==> src/rtl/powerup_scheduler.sv <==
// powerup_scheduler
//
// One powerup sits at (SPAWN_X, SPAWN_Y). When a player's sprite box overlaps
// it while ARMED, that player gets the effect for NUM_STAGES stages of
// TICKS_PER_STAGE cycles each. Simultaneous overlaps are resolved round-robin.
// When the effect expires the powerup either respawns after a cooldown or is
// gone for good until reset.
//
// Build option:
//   POWERUP_RESPAWN_EN  defined   -> expiry enters COOLDOWN, then re-arms
//                       undefined -> expiry enters SPENT and stays there;
//                                    the cooldown counter is not built
//
// Ports:
//   clock                   single clock, rising edge
//   reset                   synchronous, active-high
//   player0_x/y, player1_x/y  player sprite top-left pixel
//   powerup_x/y             powerup top-left pixel, all-ones while hidden
//   p0_active, p1_active    player currently holds the effect
//   pickup_pulse            one-cycle strobe on the grant edge
//   stages_left             remaining held stages, 0 outside HELD
//   state                   ARMED=0, HELD=1, COOLDOWN=2, SPENT=3
//
// Handshake: there is none; player positions are sampled every cycle and all
// outputs are registered, so every response appears one edge after the
// inputs that caused it.
module powerup_scheduler #(
    parameter int unsigned TICKS_PER_STAGE = 100000000,
    parameter int unsigned NUM_STAGES      = 8,
    parameter int unsigned COOLDOWN_STAGES = 4,
    parameter int unsigned SPAWN_X         = 300,
    parameter int unsigned SPAWN_Y         = 300,
    parameter int unsigned WIDTH           = 28,
    parameter int unsigned HEIGHT          = 28
) (
    input  logic        clock,
    input  logic        reset,
    input  logic [31:0] player0_x,
    input  logic [31:0] player0_y,
    input  logic [31:0] player1_x,
    input  logic [31:0] player1_y,
    output logic [31:0] powerup_x,
    output logic [31:0] powerup_y,
    output logic        p0_active,
    output logic        p1_active,
    output logic        pickup_pulse,
    output logic [7:0]  stages_left,
    output logic [1:0]  state
);

    typedef enum logic [1:0] {
        ARMED    = 2'd0,
        HELD     = 2'd1,
        COOLDOWN = 2'd2,
        SPENT    = 2'd3
    } state_t;

    // Overlap bounds are kept 33 bits wide so px + WIDTH cannot wrap.
    localparam logic [32:0] SX_LO     = 33'(SPAWN_X);
    localparam logic [32:0] SX_HI     = 33'(SPAWN_X) + 33'(WIDTH);
    localparam logic [32:0] SY_LO     = 33'(SPAWN_Y);
    localparam logic [32:0] SY_HI     = 33'(SPAWN_Y) + 33'(HEIGHT);
    localparam logic [32:0] W33       = 33'(WIDTH);
    localparam logic [32:0] H33       = 33'(HEIGHT);
    localparam logic [31:0] TICK_LAST = 32'(TICKS_PER_STAGE - 1);
    localparam logic [7:0]  NUM_ST    = 8'(NUM_STAGES);
    localparam logic [31:0] SPAWN_X32 = 32'(SPAWN_X);
    localparam logic [31:0] SPAWN_Y32 = 32'(SPAWN_Y);
    localparam logic [31:0] HIDDEN    = 32'hFFFF_FFFF;

    state_t      st;
    logic [31:0] tick_cnt;
    logic        prio;      // 0: player0 wins a tie, 1: player1 wins a tie
    logic        p0_hit;
    logic        p1_hit;
    logic        grant0;
    logic        grant1;

`ifdef POWERUP_RESPAWN_EN
    localparam logic [7:0] COOL_ST = 8'(COOLDOWN_STAGES);
    logic [7:0] cool_left;
`endif

    function automatic logic box_hit(input logic [31:0] px, input logic [31:0] py);
        logic [32:0] x33;
        logic [32:0] y33;
        x33 = {1'b0, px};
        y33 = {1'b0, py};
        return (x33 + W33 >= SX_LO) && (x33 <= SX_HI) &&
               (y33 + H33 >= SY_LO) && (y33 <= SY_HI);
    endfunction

    assign p0_hit = box_hit(player0_x, player0_y);
    assign p1_hit = box_hit(player1_x, player1_y);
    assign grant0 = p0_hit && (!p1_hit || !prio);
    assign grant1 = p1_hit && (!p0_hit || prio);

    assign state = st;

    always_ff @(posedge clock) begin
        if (reset) begin
            st           <= ARMED;
            tick_cnt     <= '0;
            prio         <= 1'b0;
            powerup_x    <= SPAWN_X32;
            powerup_y    <= SPAWN_Y32;
            p0_active    <= 1'b0;
            p1_active    <= 1'b0;
            pickup_pulse <= 1'b0;
            stages_left  <= '0;
`ifdef POWERUP_RESPAWN_EN
            cool_left    <= '0;
`endif
        end else begin
            pickup_pulse <= 1'b0;
            case (st)
                ARMED: begin
                    if (grant0 || grant1) begin
                        st           <= HELD;
                        p0_active    <= grant0;
                        p1_active    <= grant1;
                        pickup_pulse <= 1'b1;
                        powerup_x    <= HIDDEN;
                        powerup_y    <= HIDDEN;
                        stages_left  <= NUM_ST;
                        tick_cnt     <= '0;
                        // Next tie goes to whoever did not just win.
                        prio         <= grant0;
                    end
                end
                HELD: begin
                    if (tick_cnt == TICK_LAST) begin
                        tick_cnt <= '0;
                        if (stages_left == 8'd1) begin
                            p0_active   <= 1'b0;
                            p1_active   <= 1'b0;
                            stages_left <= '0;
`ifdef POWERUP_RESPAWN_EN
                            st          <= COOLDOWN;
                            cool_left   <= COOL_ST;
`else
                            st          <= SPENT;
`endif
                        end else begin
                            stages_left <= stages_left - 8'd1;
                        end
                    end else begin
                        tick_cnt <= tick_cnt + 32'd1;
                    end
                end
`ifdef POWERUP_RESPAWN_EN
                COOLDOWN: begin
                    if (tick_cnt == TICK_LAST) begin
                        tick_cnt <= '0;
                        if (cool_left == 8'd1) begin
                            st        <= ARMED;
                            cool_left <= '0;
                            powerup_x <= SPAWN_X32;
                            powerup_y <= SPAWN_Y32;
                        end else begin
                            cool_left <= cool_left - 8'd1;
                        end
                    end else begin
                        tick_cnt <= tick_cnt + 32'd1;
                    end
                end
`endif
                default: begin
                    // SPENT: parked with the powerup hidden until reset.
                end
            endcase
        end
    end

endmodule

==> config.mk <==
export PLATFORM = sky130hd
export DESIGN_NAME = powerup_scheduler
export DESIGN_NICKNAME = d
export VERILOG_FILES = /design/src/rtl/powerup_scheduler.sv
export SDC_FILE = /design/constraint.sdc
export NUM_CORES = 1
export LEC_CHECK = 0
export CORE_MARGIN = 10
export CORE_UTILIZATION = 41
export CTS_CLUSTER_SIZE = 12
export DETAILED_ROUTE_END_ITERATION = 7
export HOLD_SLACK_MARGIN = 0.06
export MAX_ROUTING_LAYER = met4
export PLACE_DENSITY_LB_ADDON = 0.08
export SYNTH_ARGS = -nofsm -noshare
export SYNTH_HDL_FRONTEND = slang
export SYNTH_SLANG_ARGS = --single-unit
==> constraint.sdc <==
create_clock -name clock -period 4.6 [get_ports clock]
set_input_delay 0.92 -clock clock [delete_from_list [all_inputs] [get_ports clock]]
set_output_delay 0.92 -clock clock [all_outputs]
set_load 0.02 [all_outputs]
# [Yosys cells after proc, flatten, opt, wreduce, memory -nomap -nowiden]
# Cells that the tools add are included.
# Widths: inputs -> output; s select.
[totals] register_bits=47 in_bits=130 out_inout_bits=77 word_cells=68
[op_classes] add_sub_neg=6 order_cmp=8 eq_ne=6 n_mux=18 bitwise=1 reduce_logical=21
[op_table] cell="$add 32x5->33 const B" n=4
[op_table] cell="$ge 33x9->1 const B" n=4
[op_table] cell="$le 32x9->1 const B" n=4
[op_table] cell="$mux 32" n=2
[op_table] cell="$pmux 32 s2" n=1
[op_table] cell="$add 32x1->32 const B" n=1
[op_table] cell="$eq 32x27->1 const B" n=1
[op_table] cell="$mux 8" n=3
[op_table] cell="$pmux 8 s2" n=1
[op_table] cell="$eq 8x1->1 const B" n=1
[op_table] cell="$logic_and 1x1->1" n=8
[op_table] cell="$sub 8x1->8 const B" n=1
[op_table] cell="$mux 2" n=3
[op_table] cell="$ne 2x2->1 const B" n=3
[op_table] cell="$mux 1" n=5
[op_table] cell="$pmux 1 s2" n=2
[op_table] cell="$pmux 2 s2" n=1
[op_table] cell="$reduce_and 2->1" n=2
[op_table] cell="$reduce_and 4->1" n=1
[op_table] cell="$logic_not 1->1" n=3
[op_table] cell="$logic_or 1x1->1" n=3
[op_table] cell="$reduce_and 3->1" n=1
[op_table] cell="$eq 2x1->1 const B" n=1
[op_table] cell="$logic_not 2->1" n=1
[op_table] cell="other kinds (3)" n=3

# [Depth between registers and ports, before layout]
# Gate-level depths: netlist (run 1).
[logic_depth] ltp_word=11 ltp_mapped=15 depth_no_buf=12

# [Least setup slack after synthesis (run 1)]
# Ideal clock, no wire load.
[synth_timing] path_kind="in2reg" start="input port player1_y[2]" end="register tick_cnt[10]" setup_ns=0.120 t_arrival_ns=3.866 required_time_ns=4.480 path_slack_ns=0.615 path_stages=15 n_path_buf=3 cell_sequence="inv_1 -> ha_1 -> nor2b_1 -> or4_1 -> buf_2 -> o31a_1 -> nor4_1 -> nand4_1 -> nor4_4 -> a311oi_4 -> o31ai_4 -> buf_6 -> buf_6 -> nor4_1 -> a211o_1"
[synth_between] elab_chain_len=10 word_cells_on_any_way=12 classes_between="add/sub (1); order compare (2); eq/ne (1); reduce/logical (8)"
[synth_lines] element="from (decl)" line="41" rtl="input logic [31:0] player1_y,"
[synth_lines] element="$add 32x5->33" line="90" rtl="(y33 + H33 >= SY_LO) && (y33 <= SY_HI);"
[synth_lines] element="$ge 33x9->1" line="90"
[synth_lines] element="$logic_and 1x1->1" line="89" rtl="return (x33 + W33 >= SX_LO) && (x33 <= SX_HI) &&"
[synth_lines] element="$logic_and 1x1->1 *" line="90"
[synth_lines] element="$logic_not 1->1" line="95" rtl="assign grant0 = p0_hit && (!p1_hit || !prio);"
[synth_lines] element="$logic_or 1x1->1" line="95"
[synth_lines] element="$logic_and 1x1->1" line="95"
[synth_lines] element="$logic_or 1x1->1 *" line="118" rtl="if (grant0 || grant1) begin"
[synth_lines] element="$ne 2x2->1 (no line) *"
[synth_lines] element="$reduce_and 2->1 (no line) *"
[synth_lines] element="to (signal assigned)" line="148" rtl="tick_cnt <= tick_cnt + 32'd1;"
[synth_lines] element="to (decl)" line="72" rtl="logic [31:0] tick_cnt;"
# Mark *: on every way between the ends. The rest lies on a longest branch, timed or not.
# A chain may end at the register's enable or synchronous reset.

# [Worst setup path after layout (run 1)]
# Same ends and word-level chain as after synthesis.

==> results of run 1 <==
==> registers in the layout (all words and copies together), names as in the netlist <==
| register | cells |
|---|---|
| tick_cnt | 32 |
| stages_left | 8 |
| state | 2 |
| p0_active | 1 |
| p1_active | 1 |
| pickup_pulse | 1 |
| powerup_x | 1 |
| prio | 1 |
==> layout make-up <==
| class | instances | area [um^2] | share of cell area (%) |
|---|---|---|---|
| Sequential cell | 47 | 941 | 11.3 |
| Multi-Input combinational cell | 696 | 4400 | 52.6 |
| Clock inverter | 2 | 60.1 | 0.719 |
| Timing Repair Buffer | 266 | 2490 | 29.8 |
| Inverter | 28 | 105 | 1.26 |
| Clock buffer | 6 | 129 | 1.54 |
| Tap cell | 184 | 230 | 2.76 |
==> path summary, 6_finish.rpt <==
kind                                to  cells after the start
max          tick_cnt[10]$_SDFFE_PP0P_                     14
min          tick_cnt[15]$_SDFFE_PP0P_                      2
max reg2reg     p1_active$_SDFFE_PP0P_                      9
min reg2reg  tick_cnt[15]$_SDFFE_PP0P_                      2
==> through the flow <==
| step | area (um^2) | setup WS [ns] | util [%] | setup TNS, ns | hold slack, ns |
|---|---|---|---|---|---|
| global placement | 8150 | 0.0254 | 56.5 | 0 | 0.466 |
| global route | 8350 | 0.0272 | 57.9 | 0 | 0.503 |
| floorplan | 6020 | 0.615 | - | 0 | 0.444 |
| CTS | 8330 | 0.241 | 57.8 | 0 | 0.484 |
| detailed placement | 8150 | -0.0541 | 56.5 | -0.158 | 0.473 |
| finish | 8350 | 0.276 | 57.9 | 0 | 0.484 |
==> worst reg2reg max path, delay by kind of cell (launching register included) <==
kind / cells / cell delay (ns)
DFF: 1 / 0.43
AOI/OAI and AO/OA: 1 / 0.14
and+or+nand+nor: 7 / 1.97
buffers and inverters: 1 / 0.19
==> power groups by stage <==
stage / sequential, mW / clock (mW) / combinational (mW)
global placement: 0.416 / 0 / 0.344
global route: 0.406 / 0.490 / 0.381
detailed placement: 0.416 / 0 / 0.345
floorplan: 0.416 / 0 / 0.132
CTS: 0.407 / 0.472 / 0.346
finish: 0.407 / 0.467 / 0.349
==> timing repair <==
| action | in CTS | in global routing |
|---|---|---|
| endpoints found under the setup margin | 0 | 8 |
| resized for setup | 0 | 3 |
| buffers inserted | 0 | 0 |
| hold endpoints to repair | 0 | 0 |
==> cells by family (layout without fill, tap and decap cells) <==
group,Yosys count,count (layout),synth area share [%]
adders and majority gates,11,11,2.30
muxes,16,16,2.80
and+or+nand+nor,433,433,40.6
AOI/OAI and AO/OA,207,207,23.7
other,1,8,0.0626
xor gates and xnor gates,21,21,3.07
DFF,47,47,15.7
buffers and inverters,113,302,11.7
==> per-layer routing <==
metal / share of wire (%) / wire, um / vias up
li1: - / - / 3627
met1: 47 / 9450 / 3213
met2: 45 / 8940 / 271
met3: 6.8 / 1370 / 24
met4: 1.4 / 288 / 0
met5: 0 / 0 / -
==> cell usage after synthesis (6+ instances only) <==
master	n
nor4b_1	6
o31ai_1	26
ha_1	11
or4_1	30
buf_4	63
a211oi_1	10
or3_1	19
o22ai_1	8
a31oi_1	9
mux2i_1	10
nor2_1	65
and3_1	14
nand3_1	48
and4_1	11
o21ai_0	37
nor4_1	33
mux2_2	6
nand2_1	72
nor3_1	36
clkbuf_1	12
dfxtp_1	47
xor2_1	10
nand4_1	49
a21oi_1	53
nand2b_1	8
nor2b_1	7
or2_2	9
inv_1	28
xnor2_1	11
nor3b_1	6
==> impl_metrics.py, run 1 <==
metrics = {
    "worst_setup_path": {
        "crit_family": "simple AND/OR/NAND/NOR gates",
        "r2r-start": "tick_cnt[3]$_SDFFE_PP0P_",
        "critPathMaxStageDelay_ns": 0.56,
        "crit_fanout": 14,
        "critPathKind": "in2reg",
        "worstPathBufferInverterCount": 3,
        "reg2reg_slack_ns": 1.79,
        "crit_chain": "clkdlybuf4s50_1, inv_1, ha_1, nor2b_1, or4_4, o31a_1, nor4_1, nand4_1, nor4_4, a311oi_4, o31ai_4, buf_4, nor4_1, a211o_1",
        "crit_slowest_cell": "or4_4",
        "crit_path_end_kind": "register",
        "crit_start": "player1_y[2]",
        "worst_path_most_repeated_cell": "nor4_1",
        "worstPathArrival_ns": 4.50,
        "cp-start-kind": "input port",
        "cp.required_ns": 4.78,
    },
    "global_routing": {
        "grt_max_degree": 58,
        "grt_overflow": 0,
        "use_met3_pct": 3.22,
        "grt_use_met2_pct": 30.5,
        "grt_util_met1_pct": 26.0,
        "grt_pass1_wl_um": 33000,
        "grt-busiest-layer": "met2",
        "grt_pass1_vias": 6832,
        "antenna_found_initial": 0,
        "grtUsageTotal_pct": 19.6,
    },
    "die": {
        "die_area_um2": 19900,
        "start_util_pct": 41.6,
        "rows": 44,
        "ios": 207,
        "die_width_um": 141,
        "coreArea_um2": 14400,
        "fp.dieH_um": 141,
    },
    "synth": {
        "async_flop_share_pct": 0,
        "synthFlopType": "dfxtp_1",
        "syn_inst": 849,
        "yosys.area.top_type": "dfxtp_1",
        "yosys_warnings": 0,
        "yosys.cell_types.count": 79,
        "netlist_area_um2": 5990,
        "synth_top_area_share_pct": 15.7,
        "yosysSeqAreaShare_pct": 15.7,
        "synth_area_leaders": "dfxtp_1 (16%), buf_4 (7.9%), nand4_1 (5.1%)",
        "ys_seq_elements": 47,
        "avgSynthCellArea_um2": 7.06,
        "synth_edf_count": 0,
    },
    "layout": {
        "num_antenna_cells": 0,
        "layout_commonest_cell": "clkdlybuf4s50_1",
        "area_growth_pct": 39.3,
        "final_cells": 1229,
        "final_cell_mix": "clkdlybuf4s50_1 (198), nand2_1 (72), buf_4 (68)",
        "drive_gt1_share_pct": 10.2,
        "fillers": 1374,
        "final_nets": 1185,
    },
    "clock_network": {
        "cts_root_buffer": "clkbuf_16",
        "cts_made_buffers": 5,
        "cts_tree": "done",
        "clock_latency_ns": 0.29,
        "postCtsHoldBufs": 0,
        "h-tree-depth": 2,
        "cts_buffer_depth": 2,
        "clkTransAtPathRegs_ns": 0.06,
        "cts_num_sinks": 47,
    },
    "sta": {
        "period_needed_ns": 4.32,
        "slew_viol_final": 0,
        "finalHoldViolations": 0,
        "setup_viol": 0,
        "layout_worst_path_cycle_share_pct": 94.0,
        "rsz0062_at_grt": "no",
        "max_slew_margin_pct": 39.8,
        "worst_pin_slew_ns": 0.895,
        "finClkSkew_ns": 0.00636,
        "max_freq_ghz": 0.231,
    },
    "route": {
        "via_per_inst": 5.81,
        "first_pass_iters": 5,
        "ant_nets": 0,
        "dr.first_iter.drc_count": 516,
        "via_count": 7135,
        "post_drt_wl_per_cell_um": 16.3,
        "route.detailed.drc": 0,
        "drt-total-wl_um": 20100,
    },
    "job": {
        "drv_cap": 0,
    },
    "power": {
        "seqPwrFrac_pct": 33.3,
        "power.leakage_nw": 2.82,
        "clock_power_share_pct": 38.2,
        "total_power_mw": 1.22,
        "power_density_nw_per_um2": 146,
        "netSwitchingFraction_pct": 26.5,
        "power.internal_mw": 0.899,
        "switchingPower_mw": 0.323,
        "ir_drop_uv": 206,
        "pwr-share-comb_pct": 28.5,
    },
    "place": {
        "gp_congestion": 0.966,
        "port-buffer-count": 198,
        "place_inst": 1221,
        "hpwl_um": 16700,
    },
    "run_status": {
        "status": "finished clean",
    },
    "worst_hold_path": {
        "min_from": "tick_cnt[15]$_SDFFE_PP0P_",
        "min_path_type": "reg2reg",
    },
}
(Power assumes the default switching activity.)
==> run 2, diff against run 1 <==
- CORE_ASPECT_RATIO: not set -> 0.8
- RECOVER_POWER: not set -> 50
- SLEW_MARGIN: not set -> 5
==> run 2 against run 1 <==
The flow now finishes with violations (capacitance limit, slew limit). Non-clock buffer count down 15. Combinational power about the same. First-iteration DRC count up 29%. Routed wire length up 7.9%. Critical path depth down 2. Sequential cell count unchanged. Worst setup slack better by 0.053 ns. Sequential share of layout area up 0.23 points. Global-route usage up 1.9 points. Via count up 1.8%. Critical endpoint is now p1_active$_SDFFE_PP0P_. Largest power group is now sequential cells.
==> impl_metrics.py, run 2 (synthesis gave the netlist of run 1 again) <==
metrics = {
    "global_routing": {
        "grt_pass1_vias": 6726,
        "antenna_found_initial": 1,
        "grt_pass1_wl_um": 35200,
        "grt_overflow": 0,
        "grt_max_degree": 58,
        "grtUsageTotal_pct": 21.5,
    },
    "clock_network": {
        "cts_root_buffer": "clkbuf_16",
        "cts_tree": "done",
        "clkTransAtPathRegs_ns": 0.06,
        "postCtsHoldBufs": 0,
        "post_cts_buffers": 0,
        "cts_buffer_depth": 2,
        "clock_latency_ns": 0.29,
        "cts_resized": 0,
        "cts_num_sinks": 47,
        "h-tree-depth": 2,
        "cts_made_buffers": 5,
    },
    "worst_setup_path": {
        "worstPathArrival_ns": 4.47,
        "reg2reg_depth": 9,
        "crit_path_end_kind": "register",
        "reg2reg_slack_ns": 1.46,
        "crit_fanout": 20,
        "timing.rr.end": "p1_active$_SDFFE_PP0P_",
        "r2r-start": "tick_cnt[3]$_SDFFE_PP0P_",
        "cp-start-kind": "input port",
        "critPathKind": "in2reg",
        "cp.required_ns": 4.80,
    },
    "power": {
        "power_density_nw_per_um2": 134,
        "netSwitchingFraction_pct": 29.0,
        "clock_power_share_pct": 31.2,
        "switchingPower_mw": 0.319,
        "ir_drop_uv": 176,
        "seqPwrFrac_pct": 37.0,
        "power.internal_mw": 0.781,
        "power.leakage_nw": 2.91,
        "pwr-share-comb_pct": 31.8,
    },
    "layout": {
        "drive_gt1_share_pct": 8.45,
        "largest_reg_flops": 32,
        "final_nets": 1171,
        "final_cell_mix": "clkdlybuf4s50_1 (142), nand2_1 (72), nor2_1 (65)",
        "final_cell_area_um2": 8190,
        "top_register": "tick_cnt",
        "utilization_pct": 57.3,
        "fillers": 1362,
        "area_growth_pct": 36.6,
        "layout_commonest_cell": "clkdlybuf4s50_1",
    },
    "die": {
        "start_util_pct": 41.9,
        "die_area_um2": 19900,
        "coreArea_um2": 14300,
        "ios": 207,
        "die_width_um": 155,
        "rows": 39,
        "fp.dieH_um": 128,
    },
    "sta": {
        "setup_ws_ns": 0.329,
        "layout_worst_path_cycle_share_pct": 92.9,
        "hold_slack_ns": 0.482,
        "finalHoldViolations": 0,
        "worst_pin_slew_ns": 1.71,
        "setup_viol": 0,
        "period_needed_ns": 4.27,
        "rsz0062_at_grt": "no",
        "slew_viol_final": 58,
        "finClkSkew_ns": 0.00742,
        "max_freq_ghz": 0.234,
        "max_slew_margin_pct": -14.2,
    },
    "worst_hold_path": {
        "min_path_type": "reg2reg",
        "hold_depth": 2,
        "min_from": "tick_cnt[31]$_SDFFE_PP0P_",
        "hold_end": "tick_cnt[31]$_SDFFE_PP0P_",
    },
    "place": {
        "port-buffer-count": 198,
        "hpwl_um": 17700,
        "dp_slack_ns": -0.108,
        "gp_congestion": 0.987,
        "placed_area_um2": 8050,
    },
    "route": {
        "drt-total-wl_um": 21600,
        "dr.first_iter.drc_count": 665,
        "ant_nets": 0,
        "route.detailed.drc": 0,
        "first_pass_iters": 5,
        "via_count": 7260,
        "post_drt_wl_per_cell_um": 17.8,
        "via_per_inst": 5.98,
    },
    "run_status": {
        "status": "finished, violations left",
        "violations": "capacitance limit, slew limit",
    },
    "job": {
        "drv_cap": 1,
    },
}
-- run 2: cell types whose count changed in the layout (fill, tap and decap cells not counted), moves of 2 or more --
cell	delta
buf_4	-18
bufinv_16	-2
clkbuf_1	+2
clkdlybuf4s50_1	-56
dlygate4sd3_1	+56
-- run 2: final cells by class --
class	count	area [um^2]	share of cell area [%]
clock buffer	6	129	1.57
inverter	28	105	1.28
sequential	47	941	11.5
antenna	1	2.50	0.0306
tap	184	230	2.81
multi-input combinational	697	4400	53.7
timing repair buffer	251	2380	29.1
-- run 2: how the worst max path moves through the flow --
stage	end	cells past startpoint	startpoint	slack [ns]
floorplan	tick_cnt[10]$_SDFFE_PP0P_	15	player1_y[2]	0.61
global placement	tick_cnt[29]$_SDFFE_PP0P_	14	player1_y[2]	-0.07
detailed placement	tick_cnt[7]$_SDFFE_PP0P_	14	player1_y[2]	-0.11
CTS	tick_cnt[11]$_SDFFE_PP0P_	14	player1_y[2]	0.13
global route	tick_cnt[22]$_SDFFE_PP0P_	14	player1_y[2]	0.02
finish	p1_active$_SDFFE_PP0P_	12	player1_x[9]	0.33
-- run 2: per-layer routing --
metal  GRT usage, %  vias up  wire length, um
met4           4.84        0              378
met1           28.9     3283            10100
li1               -     3601                -
met5              -        -                0
met2           31.5      348             9010
met3           5.43       28             2140
-- run 2: power groups by stage --
| stage | logic [mW] | registers, mW | clock network (mW) |
|---|---|---|---|
| after global placement | 0.341 | 0.416 | 0 |
| after global routing | 0.382 | 0.407 | 0.365 |
| after detailed placement | 0.343 | 0.416 | 0 |
| final | 0.349 | 0.407 | 0.343 |
| after CTS | 0.344 | 0.407 | 0.348 |
| after floorplan | 0.132 | 0.416 | 0 |
-- run 2: critical path: stages --
cell             delay, ns
clkdlybuf4s50_1       0.48
nand4_1               0.14
or4_1                 0.68
nor4_2                0.37
mux2i_1               0.26
a211oi_1              0.07
and4_1                0.21
a311oi_4              0.38
nor3_1                0.08
buf_4                 0.21
or4_1                 0.52
a21oi_1               0.14
-- run 2: per-stage QoR --
step	instances	power, mW	TNS, ns
5_1_grt	1214	1.15	0
4_1_cts	1212	1.10	0
3_3_place_gp	1206	0.757	-1.56
3_5_place_dp	1206	0.759	-2.44
2_1_floorplan	856	0.548	0
6_report	1214	1.10	0
